`src/rtl/ierdna_pkg.sv`:
```
// ierdna_pkg: select codes and read FSM state type shared by ierdna_tally
package ierdna_pkg;
    localparam logic [1:0] SEL_ANAO  = 2'd0;
    localparam logic [1:0] SEL_ANAID = 2'd1;
    localparam logic [1:0] SEL_LUAP  = 2'd2;
    localparam logic [1:0] SEL_RSVD  = 2'd3;
    typedef enum logic {RD_IDLE, RD_WAIT_DROP} rd_state_t;
endpackage

```
`src/rtl/ierdna_edge_cnt.sv`:
```
// ierdna_edge_cnt: rising-edge detector feeding a saturating counter with sticky sat flag
module ierdna_edge_cnt #(
    parameter int CNT_W = 8
) (
    input  logic             clk,
    input  logic             rst_n,
    input  logic             in,
    input  logic             clr,
    input  logic             rdclr,
    output logic [CNT_W-1:0] cnt,
    output logic             sat
);
    logic             s_q, s_d, p_q, p_d, sat_q, sat_d, edge_w;
    logic [CNT_W-1:0] cnt_q, cnt_d;
    assign edge_w = s_q & ~p_q;
    assign cnt    = cnt_q;
    assign sat    = sat_q;
    // clr beats read-clear beats increment; a read-clear keeps a coincident edge
    always_comb begin
        s_d   = in;
        p_d   = s_q;
        cnt_d = cnt_q;
        sat_d = sat_q;
        if (clr) begin
            cnt_d = '0;
            sat_d = 1'b0;
        end else if (rdclr) begin
            cnt_d = {{(CNT_W-1){1'b0}}, edge_w};
            sat_d = 1'b0;
        end else if (edge_w) begin
            cnt_d = &cnt_q ? cnt_q : cnt_q + 1'b1;
            sat_d = sat_q | (&cnt_q);
        end
    end
    // state registers
    always_ff @(posedge clk or negedge rst_n) begin
        if (!rst_n) begin
            s_q   <= 1'b0;
            p_q   <= 1'b0;
            cnt_q <= '0;
            sat_q <= 1'b0;
        end else begin
            s_q   <= s_d;
            p_q   <= p_d;
            cnt_q <= cnt_d;
            sat_q <= sat_d;
        end
    end
endmodule

```
`src/rtl/ierdna_tally.sv`:
```
// ierdna_tally: per-output edge counters for ierdna with a 4-phase read port
// optional IERDNA_TALLY_RDCLR_EN: accepted reads clear the selected counter
module ierdna_tally
    import ierdna_pkg::*;
#(
    parameter int CNT_W = 8
) (
    input  logic             clk,
    input  logic             rst_n,
    input  logic             anao,
    input  logic             anaid,
    input  logic             luap,
    input  logic             clr,
    input  logic             rd_req,
    input  logic [1:0]       rd_sel,
    output logic             rd_ack,
    output logic [CNT_W-1:0] rd_data,
    output logic [2:0]       sat
);
    logic [2:0]       ch_in, rdclr;
    logic [CNT_W-1:0] cnt [3];
    logic [CNT_W-1:0] sel_cnt, data_q, data_d;
    logic             ack_q, ack_d, accept;
    rd_state_t        state_q, state_d;
    assign ch_in   = {luap, anaid, anao};
    assign accept  = (state_q == RD_IDLE) && rd_req;
    assign sel_cnt = rd_sel == SEL_ANAO  ? cnt[0] :
                     rd_sel == SEL_ANAID ? cnt[1] :
                     rd_sel == SEL_LUAP  ? cnt[2] : '0;
    assign rd_ack  = ack_q;
    assign rd_data = data_q;
`ifdef IERDNA_TALLY_RDCLR_EN
    assign rdclr = {3{accept}} & {rd_sel == SEL_LUAP, rd_sel == SEL_ANAID, rd_sel == SEL_ANAO};
`else
    assign rdclr = 3'b000;
`endif
    genvar i;
    generate
        for (i = 0; i < 3; i++) begin : g_ch
            ierdna_edge_cnt #(.CNT_W(CNT_W)) u_cnt (
                .clk   (clk),
                .rst_n (rst_n),
                .in    (ch_in[i]),
                .clr   (clr),
                .rdclr (rdclr[i]),
                .cnt   (cnt[i]),
                .sat   (sat[i])
            );
        end
    endgenerate
    // accept a request in IDLE, ack for one cycle, then wait for rd_req to drop
    always_comb begin
        state_d = state_q;
        ack_d   = 1'b0;
        data_d  = data_q;
        if (accept) begin
            state_d = RD_WAIT_DROP;
            ack_d   = 1'b1;
            data_d  = sel_cnt;
        end else if (state_q == RD_WAIT_DROP && !rd_req) begin
            state_d = RD_IDLE;
        end
    end
    // read port registers
    always_ff @(posedge clk or negedge rst_n) begin
        if (!rst_n) begin
            state_q <= RD_IDLE;
            ack_q   <= 1'b0;
            data_q  <= '0;
        end else begin
            state_q <= state_d;
            ack_q   <= ack_d;
            data_q  <= data_d;
        end
    end
endmodule
```
`config.mk`:
```
export PLATFORM = sky130hd
export DESIGN_NAME = ierdna_tally
export DESIGN_NICKNAME = d
export VERILOG_FILES = /design/src/rtl/ierdna_pkg.sv /design/src/rtl/ierdna_edge_cnt.sv /design/src/rtl/ierdna_tally.sv
export SDC_FILE = /design/constraint.sdc
export NUM_CORES = 1
export LEC_CHECK = 0
export CORE_ASPECT_RATIO = 0.8
export CORE_MARGIN = 2
export CORE_UTILIZATION = 40
export DETAILED_ROUTE_END_ITERATION = 7
export GPL_TIMING_DRIVEN = 0
export PLACE_DENSITY = 0.61
export SYNTH_ARGS = -nofsm -noshare
export SYNTH_HDL_FRONTEND = slang
export SYNTH_SLANG_ARGS = --single-unit
```
`constraint.sdc`:
```
create_clock -name clk -period 1.7 [get_ports clk]
set_input_delay 0.34 -clock clk [delete_from_list [all_inputs] [get_ports clk]]
set_output_delay 0.34 -clock clk [all_outputs]
set_load 0.005 [all_outputs]
```
Word-level counts from Yosys, hierarchy flattened
Index checks and enable logic that the tools add are counted.

word-level totals
  logic and storage cells = 68
  input port bits = 9
  output and inout bits = 12
  bits in registers = 43

operators by class
  mux-type cells = 21
  bitwise logic cells = 10
  reductions and logical operators = 14
  equality and inequality tests = 5
  $add $sub $neg = 3

operator list
  cell                   number
  $mux W8                12
  $add A8 B1 Y8 const B  3
  $reduce_and A8 Y1      3
  $mux W1                9
  $reduce_bool A2 Y1     4
  $ne A2 B2 Y1 const B   3
  $reduce_and A2 Y1      3
  $not A1 Y1             4
  $and A1 B1 Y1          3
  $or A1 B1 Y1           3
  $eq A2 B1 Y1 const B   1
  $eq A2 B2 Y1 const B   1
  $logic_and A1 B1 Y1    2
  $logic_not A2 Y1       1
  $logic_not A1 Y1       1

Depth between registers and ports, before layout
  depth in word-level cells = 4
  mapped depth = 6
  depth with buffers taken out = 5

Hierarchy
From an unflattened synthesis, not the netlist that was laid out.

unflattened totals
  cell total of the unflattened synthesis = 218
  area total of the unflattened synthesis = 2374.8 µm²

by module, submodules not included
  module           times used  cells an instance  seq. area each (µm²)  area each (µm²)
  ierdna_edge_cnt  3           55                 275.3                 589.3
  ierdna_tally     1           53                 250.2                 606.8

Least setup slack after synthesis
OpenSTA, ideal clock, no wires.

  path type = reg-to-reg
  start = register g_ch[0].u_cnt.cnt_q[0]
  end = register g_ch[0].u_cnt.cnt_q[5]
  path slack = 222 ps
  clock period less this slack = 1478 ps
  arrival = 1399 ps
  stages on the path, launching flop included = 6
  cells stage by stage = dfrtp_1 > ha_1 > nand3_1 > nor2_1 > or4_1 > a21oi_1

between the ends
  cells in the longest elaborated chain, start to end = 4

RTL lines
  item                      RTL line               RTL
  start: declaration        ierdna_edge_cnt.sv:14  logic [CNT_W-1:0] cnt_q, cnt_d;
  start signal: assignment  ierdna_edge_cnt.sv:45  cnt_q <= cnt_d;
  $add A8 B1 Y8             ierdna_edge_cnt.sv:31  cnt_d = &cnt_q ? cnt_q : cnt_q + 1'b1;
  $mux W8                   ierdna_edge_cnt.sv:31
  $mux W8                   ierdna_edge_cnt.sv:30  end else if (edge_w) begin
  $mux W8                   ierdna_edge_cnt.sv:24  if (clr) begin

Several ways; a longest one is shown, not always the timed one. The select of a mux whose other input is x is not followed.
A chain may end at the register's enable or synchronous reset.

Worst setup path after layout
  start = register g_ch[1].u_cnt.cnt_q[0]
  end = register g_ch[1].u_cnt.cnt_q[5]

between the ends
  cells in the longest elaborated chain, start to end = 4

RTL lines
  item                      RTL line
  start: declaration        ierdna_edge_cnt.sv:14
  start signal: assignment  ierdna_edge_cnt.sv:45
  $add A8 B1 Y8             ierdna_edge_cnt.sv:31
  $mux W8                   ierdna_edge_cnt.sv:31
  $mux W8                   ierdna_edge_cnt.sv:30
  $mux W8                   ierdna_edge_cnt.sv:24

Several ways; a longest one is shown, not always the timed one. The select of a mux whose other input is x is not followed.

==> flow_metrics.tcl <==
set metrics [dict create \
    yosys_warnings 0 \
    io_buffer_count 17 \
    hold_viol_final 19 \
    vdd_ir_drop_max_mv 0.607 \
    tns_ps 0 \
    p_int_mw 1.68 \
    initial_core_util_pct 41.7 \
    grt_pass1_wl_um 7430 \
    grt_max_degree 25 \
    swShare_pct 25.9 \
    place_ws_ps -208 \
    cts_root_buf "clkbuf_8" \
    dieHeight_um 68.8 \
    cp_slowest_cell "or4_1" \
    total_leakage_power_nw 1.10 \
    power_frac_comb_pct 20.0 \
    std_cell_rows 23 \
    max_slew.worst_pin.slew_ps 562 \
    rsz0062_at_grt "no" \
    cts_buffers 5 \
    synth-async-reset-ratio_pct 100 \
    gp_congestion 0.826 \
    cts_tree "yes" \
    drive_gt1_share_pct 9.28 \
    num_vias 1607 \
    postSynthAreaPerCell_sq_um 9.87 \
    area.growth.synth_to_final_pct 16.2 \
    die_w_um 85.1 \
    core_area_sq_mm 0.00504 \
    via_per_inst 5.37 \
    cpLargestDelayFamily "simple AND/OR/NAND/NOR gates" \
    diodes 0 \
    firstDrtPassIters 4 \
    worst_setup_path_end_kind "flip-flop" \
    clockBufferDepth 2 \
    route.final.wire_length_um 4330 \
    netlist_top_cells_area "dfrtp_1 51%, a21oi_1 7.6%, nor2_1 6.4%" \
    r2r_end "g_ch[1].u_cnt.cnt[5]" \
    fmax_mhz 623 \
    seq_power_share_pct 53.6 \
    ios 21 \
    layout_common_cells "43 x dfrtp_1, 36 x nor2_1, 32 x a21oi_1" \
    dp_hpwl_um 3210 \
    reg2reg_slack_ps 100 \
    start_kind "flip-flop" \
    ys_seq_area_share_pct 51.2 \
    clock_latency_ps 290 \
    synth-seq-cells 43 \
    grt_usage_pct 16.9 \
    rr_startpoint "g_ch[1].u_cnt.cnt[0]" \
    worst-path-max-fanout 5 \
    outcome "finished with violations" \
    timing.critical_path.buf_inv 0 \
    yosysTopAreaCell "dfrtp_1" \
    cpPeakStageDelay_ps 470 \
    fin_skew_ps 5.77 \
    yosys_most_used_dff "dfrtp_1" \
    grt_pass1_vias 1468 \
    fin_hold_ws_ps -11.2 \
    syn_area_sq_mm 0.00210 \
    violations "hold timing" \
    slew_headroom_pct 62.5 \
    critPathArrivalTime_ps 1820 \
    cp_cell_sequence "ha_1 > nand3_1 > nor2_1 > or4_1 > a21oi_1" \
    p_sw_uw 589 \
    synth.distinct_cells 34 \
    reg2reg_depth 5 \
    required_ps 1920 \
    wl_per_cell_um 14.5 \
    hp-class "input pin to asynchronous set/reset pin" \
    cp.depth 5 \
    drt-initial-drc-count 72 \
    layout_commonest_cell "dfrtp_1" \
    drv_slew 0 \
    layout_min_cycle_time_ps 1600 \
    setup_slack_ps 96.0 \
    pwr-share-clk_pct 26.4 \
    finalCritPeriodShare_pct 94.4 \
    criticalPathCategory "flip-flop to flip-flop" \
    cap_viol_max_count 0 \
    synth_cells 213 \
    antenna_found_initial 0 \
    fillers 478 \
    ant_nets 0 \
    clkSinkCount 43 \
    powerDensity_mw_per_mm2 930 \
    grt-ovfl-total 0 \
    die-area_sq_mm 0.00585 \
    synth_edf_count 0 \
    htree_levels 2 \
    drc 0 \
    syn-num-nets 226 \
    layout.nets 251 \
    netlist.area_leader.share_pct 51.2 \
    setup_viol 0 \
    clk_pin_slew_worst_paths_ps 80 \
    post-route-util_pct 48.5 \
]
## power by group through the flow
stage	registers, mW	logic, mW	clock network, mW
3_5_place_dp	1.24	0.458	0
2_1_floorplan	1.24	0.184	0
5_1_grt	1.24	0.518	0.675
4_1_cts	1.22	0.459	0.619
6_report	1.22	0.454	0.600
3_3_place_gp	1.24	0.446	0
## state kept, by name (all words and copies together) (netlist names)
signal / flops
g_ch.u_cnt.cnt: 24
rd_data: 8
g_ch.u_cnt.p_d: 3
g_ch.u_cnt.p_q: 3
g_ch.u_cnt.sat: 3
rd_ack: 1
state_q: 1
## synth_stat cells (all sizes together), types with 6 or more instances
master and count:
a21oi 32, clkbuf 7, dfrtp 43, mux2i 13, nand2 6, nand3 7, nand4 6, nor2 36
nor2b 6, nor3 7, o21ai 8
## per-stage QoR
step	instance area [sq um]	hold slack, ps	power, mW	std cells
3_5_place_dp	2360	321	1.70	293
2_1_floorplan	2100	44.4	1.42	213
3_3_place_gp	2350	361	1.68	292
4_1_cts	2440	4.85	2.30	299
5_1_grt	2440	3.00	2.43	299
6_report	2440	-11.2	2.27	299
## how the worst max path moves through the flow
stage | endpoint | slack, ps | start
after floorplan | g_ch[0].u_cnt.cnt[5] | 220 | g_ch[0].u_cnt.cnt[0]
after global placement | g_ch[2].u_cnt.p_q | -860 | rst_n
after detailed placement | rd_data[1] | -210 | rd_req
after CTS | rd_data[1] | 90 | rd_req
after global routing | g_ch[0].u_cnt.cnt[5] | 3 | g_ch[0].u_cnt.cnt[0]
final | g_ch[1].u_cnt.cnt[5] | 100 | g_ch[1].u_cnt.cnt[0]
## kinds of logic after synthesis
| family | after synthesis | synth area share [%] |
|---|---|---|
| adders and majority gates | 4 | 2.38 |
| buffers and inverters | 17 | 3.75 |
| AOI/OAI and AO/OA | 50 | 13.6 |
| and+or+nand+nor | 80 | 20.3 |
| muxes | 14 | 6.73 |
| DFF | 43 | 51.2 |
| xor gates and xnor gates | 5 | 2.08 |
## metal layers
| metal | GRT usage [%] | part of all wire (%) | vias up |
|---|---|---|---|
| met3 | 4.64 | 4.1 | 4 |
| met5 | 0 | 0 | - |
| met1 | 25.0 | 54 | 770 |
| met4 | 6.15 | 1.1 | 0 |
| met2 | 23.5 | 41 | 31 |
| li1 | - | - | 802 |
## area by class of cell
cell class / count / area (sq um) / area share (%)
flip-flops and latches: 43 / 1080 / 44.1
multi-input cells: 153 / 951 / 38.9
repair buffers: 18 / 185 / 7.58
well taps: 62 / 77.6 / 3.18
clock buffers: 6 / 72.6 / 2.97
plain buffers: 12 / 61.3 / 2.51
inverters: 5 / 18.8 / 0.768
## repair_timing
item	CTS	global route
hold buffers	0	0
buffers inserted	0	0
setup endpoints to repair	0	11
gates resized for setup	0	4
No activity file was read; power rests on OpenSTA's default activity.
